**config.mk**
```make
export PLATFORM = sky130hd
export DESIGN_NAME = regfile_seq_ctrl_flat
export DESIGN_NICKNAME = d
export VERILOG_FILES = /design/src/rtl/regfile_seq_ctrl_if.sv /design/src/rtl/regfile_seq_ctrl.sv /design/src/flat_wrapper.sv
export SDC_FILE = /design/constraint.sdc
export NUM_CORES = 1
export LEC_CHECK = 0
export CORE_AREA = 2 2 75 77
export CTS_CLUSTER_SIZE = 30
export DETAILED_ROUTE_END_ITERATION = 8
export DIE_AREA = 0 0 77 79
export PLACE_DENSITY = 0.85
export SLEW_MARGIN = 20
export SYNTH_ARGS = -nofsm -noshare
export SYNTH_HDL_FRONTEND = slang
export SYNTH_SLANG_ARGS = --single-unit
```
**constraint.sdc**
```tcl
create_clock -name clk -period 4 [get_ports clk]
set_input_delay 0.4 -clock clk [delete_from_list [all_inputs] [get_ports clk]]
set_output_delay 0.4 -clock clk [all_outputs]
set_load 0.05 [all_outputs]
```
**src/rtl/regfile_seq_ctrl_if.sv**
```systemverilog
// Command handshake between the front end (or a test master) and the
// register-file sequencer. One command transfers per cycle with valid and ready both high.
interface regfile_seq_ctrl_if #(
    parameter int DATA_W = 8,
    parameter int ADDR_W = 3
);
    logic              cmd_valid;
    logic              cmd_ready;
    logic [1:0]        cmd_op;
    logic [ADDR_W-1:0] cmd_rd;
    logic [ADDR_W-1:0] cmd_rs1;
    logic [ADDR_W-1:0] cmd_rs2;
    logic [DATA_W-1:0] cmd_imm;

    modport master (
        output cmd_valid, cmd_op, cmd_rd, cmd_rs1, cmd_rs2, cmd_imm,
        input  cmd_ready
    );

    modport slave (
        input  cmd_valid, cmd_op, cmd_rd, cmd_rs1, cmd_rs2, cmd_imm,
        output cmd_ready
    );
endinterface

```
**src/rtl/regfile_seq_ctrl.sv**
```systemverilog
// Command sequencer for an 8x8 register file. Runs each accepted command
// through READ -> EXEC -> WRITE, one cycle per state. All outputs are registered.
// rf_regwrite_n is driven from a flop, so it cannot glitch low.
module regfile_seq_ctrl #(
    parameter int DATA_W = 8,
    parameter int ADDR_W = 3
) (
    input  logic              clk,
    input  logic              reset,
    regfile_seq_ctrl_if.slave cmd,
    output logic [ADDR_W-1:0] rf_read_addr_1,
    output logic [ADDR_W-1:0] rf_read_addr_2,
    input  logic [DATA_W-1:0] rf_read_data_1,
    input  logic [DATA_W-1:0] rf_read_data_2,
    output logic [ADDR_W-1:0] rf_write_addr,
    output logic [DATA_W-1:0] rf_write_data,
    output logic              rf_regwrite_n,
    output logic              done,
    output logic              flag_z,
    output logic              flag_c
);

    typedef enum logic [1:0] {
        OP_LOADI = 2'b00,
        OP_ADD   = 2'b01,
        OP_SUB   = 2'b10,
        OP_MOV   = 2'b11
    } op_t;

    typedef enum logic [1:0] {
        ST_IDLE  = 2'b00,
        ST_READ  = 2'b01,
        ST_EXEC  = 2'b10,
        ST_WRITE = 2'b11
    } state_t;

    state_t            state;
    op_t               op_q;
    logic [ADDR_W-1:0] rd_q;
    logic [DATA_W-1:0] imm_q;
    logic [DATA_W-1:0] a_q;
    logic [DATA_W-1:0] b_q;
    logic              carry_q;
    logic [DATA_W:0]   exec_res;

    // Result is one bit wider than the data path. The top bit is the ADD carry-out or the SUB borrow.
    function automatic logic [DATA_W:0] exec_result(
        input op_t               op,
        input logic [DATA_W-1:0] a,
        input logic [DATA_W-1:0] b,
        input logic [DATA_W-1:0] imm
    );
        logic [DATA_W:0] r;
        case (op)
            OP_LOADI: r = {1'b0, imm};
            OP_ADD:   r = {1'b0, a} + {1'b0, b};
            OP_SUB:   r = {1'b0, a} - {1'b0, b};
            default:  r = {1'b0, a};
        endcase
        return r;
    endfunction

    assign exec_res = exec_result(op_q, a_q, b_q, imm_q);

    // Sequencer FSM with registered outputs. Reset aborts any command at once.
    always_ff @(posedge clk or negedge reset) begin
        if (!reset) begin
            state          <= ST_IDLE;
            cmd.cmd_ready  <= 1'b1;
            op_q           <= OP_LOADI;
            rd_q           <= '0;
            imm_q          <= '0;
            a_q            <= '0;
            b_q            <= '0;
            carry_q        <= 1'b0;
            rf_read_addr_1 <= '0;
            rf_read_addr_2 <= '0;
            rf_write_addr  <= '0;
            rf_write_data  <= '0;
            rf_regwrite_n  <= 1'b1;
            done           <= 1'b0;
            flag_z         <= 1'b0;
            flag_c         <= 1'b0;
        end else begin
            case (state)
                ST_IDLE: begin
                    if (cmd.cmd_valid) begin
                        op_q           <= op_t'(cmd.cmd_op);
                        rd_q           <= cmd.cmd_rd;
                        imm_q          <= cmd.cmd_imm;
                        rf_read_addr_1 <= cmd.cmd_rs1;
                        rf_read_addr_2 <= cmd.cmd_rs2;
                        cmd.cmd_ready  <= 1'b0;
                        state          <= ST_READ;
                    end
                end
                ST_READ: begin
                    // Register file reads are combinational, so the operands are valid by the end of READ.
                    a_q   <= rf_read_data_1;
                    b_q   <= rf_read_data_2;
                    state <= ST_EXEC;
                end
                ST_EXEC: begin
                    rf_write_addr <= rd_q;
                    rf_write_data <= exec_res[DATA_W-1:0];
                    carry_q       <= exec_res[DATA_W];
                    rf_regwrite_n <= 1'b0;
                    done          <= 1'b1;
                    state         <= ST_WRITE;
                end
                ST_WRITE: begin
                    // The write commits on this edge. The flags update on the same edge.
                    rf_regwrite_n <= 1'b1;
                    done          <= 1'b0;
                    flag_z        <= (rf_write_data == '0);
                    flag_c        <= carry_q;
                    cmd.cmd_ready <= 1'b1;
                    state         <= ST_IDLE;
                end
                default: begin
                    rf_regwrite_n <= 1'b1;
                    done          <= 1'b0;
                    cmd.cmd_ready <= 1'b1;
                    state         <= ST_IDLE;
                end
            endcase
        end
    end

endmodule

```
**src/flat_wrapper.sv**
```systemverilog
// flat-port wrapper written by rule: the top's interface ports become plain ports
module regfile_seq_ctrl_flat 
#(
    parameter int DATA_W = 8,
    parameter int ADDR_W = 3
)
  (clk, reset, rf_read_addr_1, rf_read_addr_2, rf_read_data_1, rf_read_data_2, rf_write_addr, rf_write_data, rf_regwrite_n, done, flag_z, flag_c, cmd_cmd_valid, cmd_cmd_op, cmd_cmd_rd, cmd_cmd_rs1, cmd_cmd_rs2, cmd_cmd_imm, cmd_cmd_ready);
  regfile_seq_ctrl_if #(.DATA_W(DATA_W), .ADDR_W(ADDR_W)) cmd_i ();
  input  logic clk;
  input  logic reset;
  output logic [ADDR_W-1:0] rf_read_addr_1;
  output logic [ADDR_W-1:0] rf_read_addr_2;
  input  logic [DATA_W-1:0] rf_read_data_1;
  input  logic [DATA_W-1:0] rf_read_data_2;
  output logic [ADDR_W-1:0] rf_write_addr;
  output logic [DATA_W-1:0] rf_write_data;
  output logic rf_regwrite_n;
  output logic done;
  output logic flag_z;
  output logic flag_c;
  input wire logic [$bits(cmd_i.cmd_valid)-1:0] cmd_cmd_valid;
  input wire logic [$bits(cmd_i.cmd_op)-1:0] cmd_cmd_op;
  input wire logic [$bits(cmd_i.cmd_rd)-1:0] cmd_cmd_rd;
  input wire logic [$bits(cmd_i.cmd_rs1)-1:0] cmd_cmd_rs1;
  input wire logic [$bits(cmd_i.cmd_rs2)-1:0] cmd_cmd_rs2;
  input wire logic [$bits(cmd_i.cmd_imm)-1:0] cmd_cmd_imm;
  output wire logic [$bits(cmd_i.cmd_ready)-1:0] cmd_cmd_ready;
  assign cmd_i.cmd_valid = cmd_cmd_valid;
  assign cmd_i.cmd_op = cmd_cmd_op;
  assign cmd_i.cmd_rd = cmd_cmd_rd;
  assign cmd_i.cmd_rs1 = cmd_cmd_rs1;
  assign cmd_i.cmd_rs2 = cmd_cmd_rs2;
  assign cmd_i.cmd_imm = cmd_cmd_imm;
  assign cmd_cmd_ready = cmd_i.cmd_ready;
  regfile_seq_ctrl #(.DATA_W(DATA_W), .ADDR_W(ADDR_W)) u_core (.clk(clk), .reset(reset), .cmd(cmd_i), .rf_read_addr_1(rf_read_addr_1), .rf_read_addr_2(rf_read_addr_2), .rf_read_data_1(rf_read_data_1), .rf_read_data_2(rf_read_data_2), .rf_write_addr(rf_write_addr), .rf_write_data(rf_write_data), .rf_regwrite_n(rf_regwrite_n), .done(done), .flag_z(flag_z), .flag_c(flag_c));
endmodule
```
==> flow_summary.json <==
{
  "setup-violations-final": 0,
  "ant_nets": 0,
  "nFillCells": 447,
  "post_synth_num_cell_types": 39,
  "combined_area_of_the_multi_input_logic_cells_mm2": 0.00138,
  "dpl.cell_count": 375,
  "place.detailed.hpwl_um": 4370,
  "clock_tree.root_cell": "sky130_fd_sc_hd__clkbuf_8",
  "floorplan.die.width_um": 77,
  "final_nets": 366,
  "nets_in_the_synthesized_netlist": 308,
  "syn-instance-count": 252,
  "postSynthAreaPerCell_um2": 11.2,
  "cp.arrival_ns": 2.92,
  "first_global_vias": 2136,
  "post-route-worst-setup-slack_ns": 1.32,
  "drive_above_1_share_pct": 18.0,
  "report.final.slew_viol_count": 0,
  "clock_insertion_delay_worst_skew_ns": 0.32,
  "cp_max_fo": 8,
  "post_synthesis_to_final_layout_area_growth_pct": 26.7,
  "synth.area.top_cells": "sky130_fd_sc_hd__dfrtp_1, sky130_fd_sc_hd__mux2_2, sky130_fd_sc_hd__ha_1",
  "timing.max_slew.rel_slack_pct": 45.8,
  "global_route.usage.total_pct": 21.2,
  "maxClockFrequency_mhz": 373,
  "post_layout_nonfiller_instances": 383,
  "setup_slack_after_placement_ns": 1.37,
  "synth_seq_area_share_pct": 47.9,
  "post-cts-setup-buffer-count": 0,
  "final.period_utilization_pct": 67.1,
  "antenna_violations_before_repair": 0,
  "diodes": 0,
  "post_synth_top_cells": "sky130_fd_sc_hd__dfrtp_1, sky130_fd_sc_hd__mux2_2, sky130_fd_sc_hd__ha_1, sky130_fd_sc_hd__nand2_1, sky130_fd_sc_hd__o21ai_0",
  "ys_warn_count": 0,
  "post-synth-top-count-cell": "sky130_fd_sc_hd__dfrtp_1",
  "crit_path_end_kind": "flop",
  "outcome": "finished, final reports clean",
  "worstSetupPathType": "flop to flop",
  "design.portCount": 60,
  "synthFlopType": "sky130_fd_sc_hd__dfrtp_1",
  "floorplan.rows": 27,
  "cts_tree": "built",
  "design.core.area_mm2": 0.00534,
  "cts_buffer_depth": 2,
  "die_area_mm2": 0.00608,
  "grt_pass1_wl_um": 10100,
  "critical_path.startpoint": "u_core.op_q[0]",
  "number_of_gates_given_a_new_drive_strength_after_cts": 0,
  "tritoncts.num_buffers": 5,
  "reg2reg_slack_ns": 1.32,
  "critical_path.endpoint": "u_core.rf_write_data[7]",
  "worst_hold_slack_ns": 0.184,
  "register_cell_area_after_layout_mm2": 0.00135,
  "detail_route.vias_per_cell": 5.54,
  "ys_seq_elements": 54,
  "worst_ep_required_time_ns": 4.23,
  "fin_crit_ns": 2.68,
  "hold_path.class": "primary input to asynchronous set/reset pin",
  "worst_clock_skew_ns": 0.00421,
  "setup_repair_after_global_routing_missed_its_margin": "no",
  "synth_largest_type_area_fraction_pct": 46.1,
  "max_slew.worst_pin.slew_ns": 0.811,
  "num_vias": 2123,
  "synth_edf_count": 0,
  "reg2reg_to": "u_core.rf_write_data[7]",
  "cts.sink_count": 54,
  "numPortBuffers": 59,
  "worst_path_max_delay_cell": "sky130_fd_sc_hd__dfrtp_1",
  "ff2ff_path_depth": 10,
  "r2r_start": "u_core.op_q[0]",
  "finalHoldViolCount": 0,
  "die-height_um": 79,
  "drt-total-wl_um": 5880,
  "fin_setup_tns_ns": 0,
  "initial_utilization_pct": 52.9,
  "postCtsHoldBufs": 0,
  "critical_path.startpoint_type": "flop",
  "critPathMaxStageDelay_ns": 0.41,
  "drv_cap": 0,
  "globalRoute.totalOverflow": 0,
  "post_synth_instance_area_mm2": 0.00283,
  "largest_net_degree_at_the_start_of_global_routing": 55,
  "routedWlPerCell_um": 15.3,
  "async_flop_share_pct": 100,
  "place_congestion": 0.933,
  "netlist.top_cell.by_area": "sky130_fd_sc_hd__dfrtp_1",
  "detail_route.first_pass.iterations": 4,
  "drt_first_iter_violations": 151,
  "remaining_drc_errors": 0,
  "path_clk_slew_ns": 0.09,
  "clock_tree.htree_level_count": 2,
  "cp_cell_sequence": "inv_1, ha_1, mux2_2, inv_1, ha_1, nor2b_4, o31a_1, o311a_1, o21a_1, o31ai_2"
}
layout by cell type (no fill, tap or decap), types with 2 or more instances in the layout:
cell / instances
sky130_fd_sc_hd__nand2_1: 17
sky130_fd_sc_hd__ha_1: 17
sky130_fd_sc_hd__clkdlybuf4s50_1: 58
sky130_fd_sc_hd__xnor2_1: 6
sky130_fd_sc_hd__nand2b_1: 3
sky130_fd_sc_hd__a31oi_1: 2
sky130_fd_sc_hd__mux2_2: 40
sky130_fd_sc_hd__nand3_1: 4
sky130_fd_sc_hd__nor2b_1: 3
sky130_fd_sc_hd__nor3_1: 6
sky130_fd_sc_hd__nor4_1: 3
sky130_fd_sc_hd__clkinv_2: 2
sky130_fd_sc_hd__dfstp_2: 2
sky130_fd_sc_hd__nor3b_1: 2
sky130_fd_sc_hd__nor2_1: 13
sky130_fd_sc_hd__a21o_1: 2
sky130_fd_sc_hd__a21oi_1: 13
sky130_fd_sc_hd__a221oi_1: 3
sky130_fd_sc_hd__a31o_2: 2
sky130_fd_sc_hd__inv_1: 14
sky130_fd_sc_hd__clkbuf_8: 5
sky130_fd_sc_hd__o21ai_0: 16
sky130_fd_sc_hd__o21a_1: 2
sky130_fd_sc_hd__nand3b_1: 4
sky130_fd_sc_hd__mux2i_1: 3
sky130_fd_sc_hd__dfrtp_1: 52
cell type report:
class / count / share of cell area [%]
Multi-Input combinational cell: 175 / 38.6
Sequential cell: 54 / 37.8
Timing Repair Buffer: 60 / 16.6
Tap cell: 72 / 2.52
Clock buffer: 5 / 1.92
Inverter: 14 / 1.47
Clock inverter: 3 / 1.12
state kept, by name, summed over array words and instances, names as in the netlist, 2 cells and up:
register               count
u_core.rf_write_addr       3
u_core.op_q                2
u_core.rf_read_addr_1      3
u_core.state               2
u_core.imm_q               8
u_core.rf_write_data       8
u_core.rd_q                3
u_core.b_q                 8
u_core.a_q                 8
u_core.rf_read_addr_2      3
routing by layer:
metal / GRT usage [%] / wire, um / up-vias
met5: 0 / 0 / -
met4: 8.39 / 116 / 0
met3: 4.66 / 327 / 10
met2: 35.6 / 2910 / 60
met1: 27.0 / 2520 / 1043
li1: - / - / 1010
worst min-delay path by stage:
stage	slack (ns)	endpoint	start	depth (start not counted)
final	0.18	u_core.a_q[1]	reset	2
after global routing	0.26	u_core.a_q[2]	reset	2
after CTS	0.22	u_core.rf_read_addr_2[2]	reset	2
after detailed placement	0.49	u_core.rf_write_addr[0]	u_core.rd_q[0]	1
after global placement	0.48	u_core.done	u_core.done	2
after floorplan	0.10	u_core.a_q[0]	reset	0
critical path: cells and delay by family (launching register included):
kind	cells	cell delay [ns]
AO/OA/AOI/OAI	4	0.97
adder cells (fa/ha/maj)	2	0.55
buffers and inverters	2	0.15
flip-flops	1	0.41
multiplexers	1	0.40
AND/OR/NAND/NOR	1	0.13
cells by family after synthesis:
kind of cell | count (synthesis) | synth area share (%)
buf+inv | 23 | 3.14
simple gates | 60 | 11.0
fa+ha+maj | 18 | 8.24
mux | 43 | 17.0
compound gates | 48 | 10.9
xor+xnor | 6 | 1.86
flops | 54 | 47.9
metrics by stage:
stage | instance area (um2) | utilization, %
after floorplan | 2830 | -
after global placement | 3470 | 65.0
after CTS | 3580 | 67.1
after global routing | 3580 | 67.1
after detailed placement | 3470 | 65.0
final | 3580 | 67.1
Power is left out: the tool's default activity adds up to more than one toggle a clock period on the data nets, which glitch-free logic cannot reach.
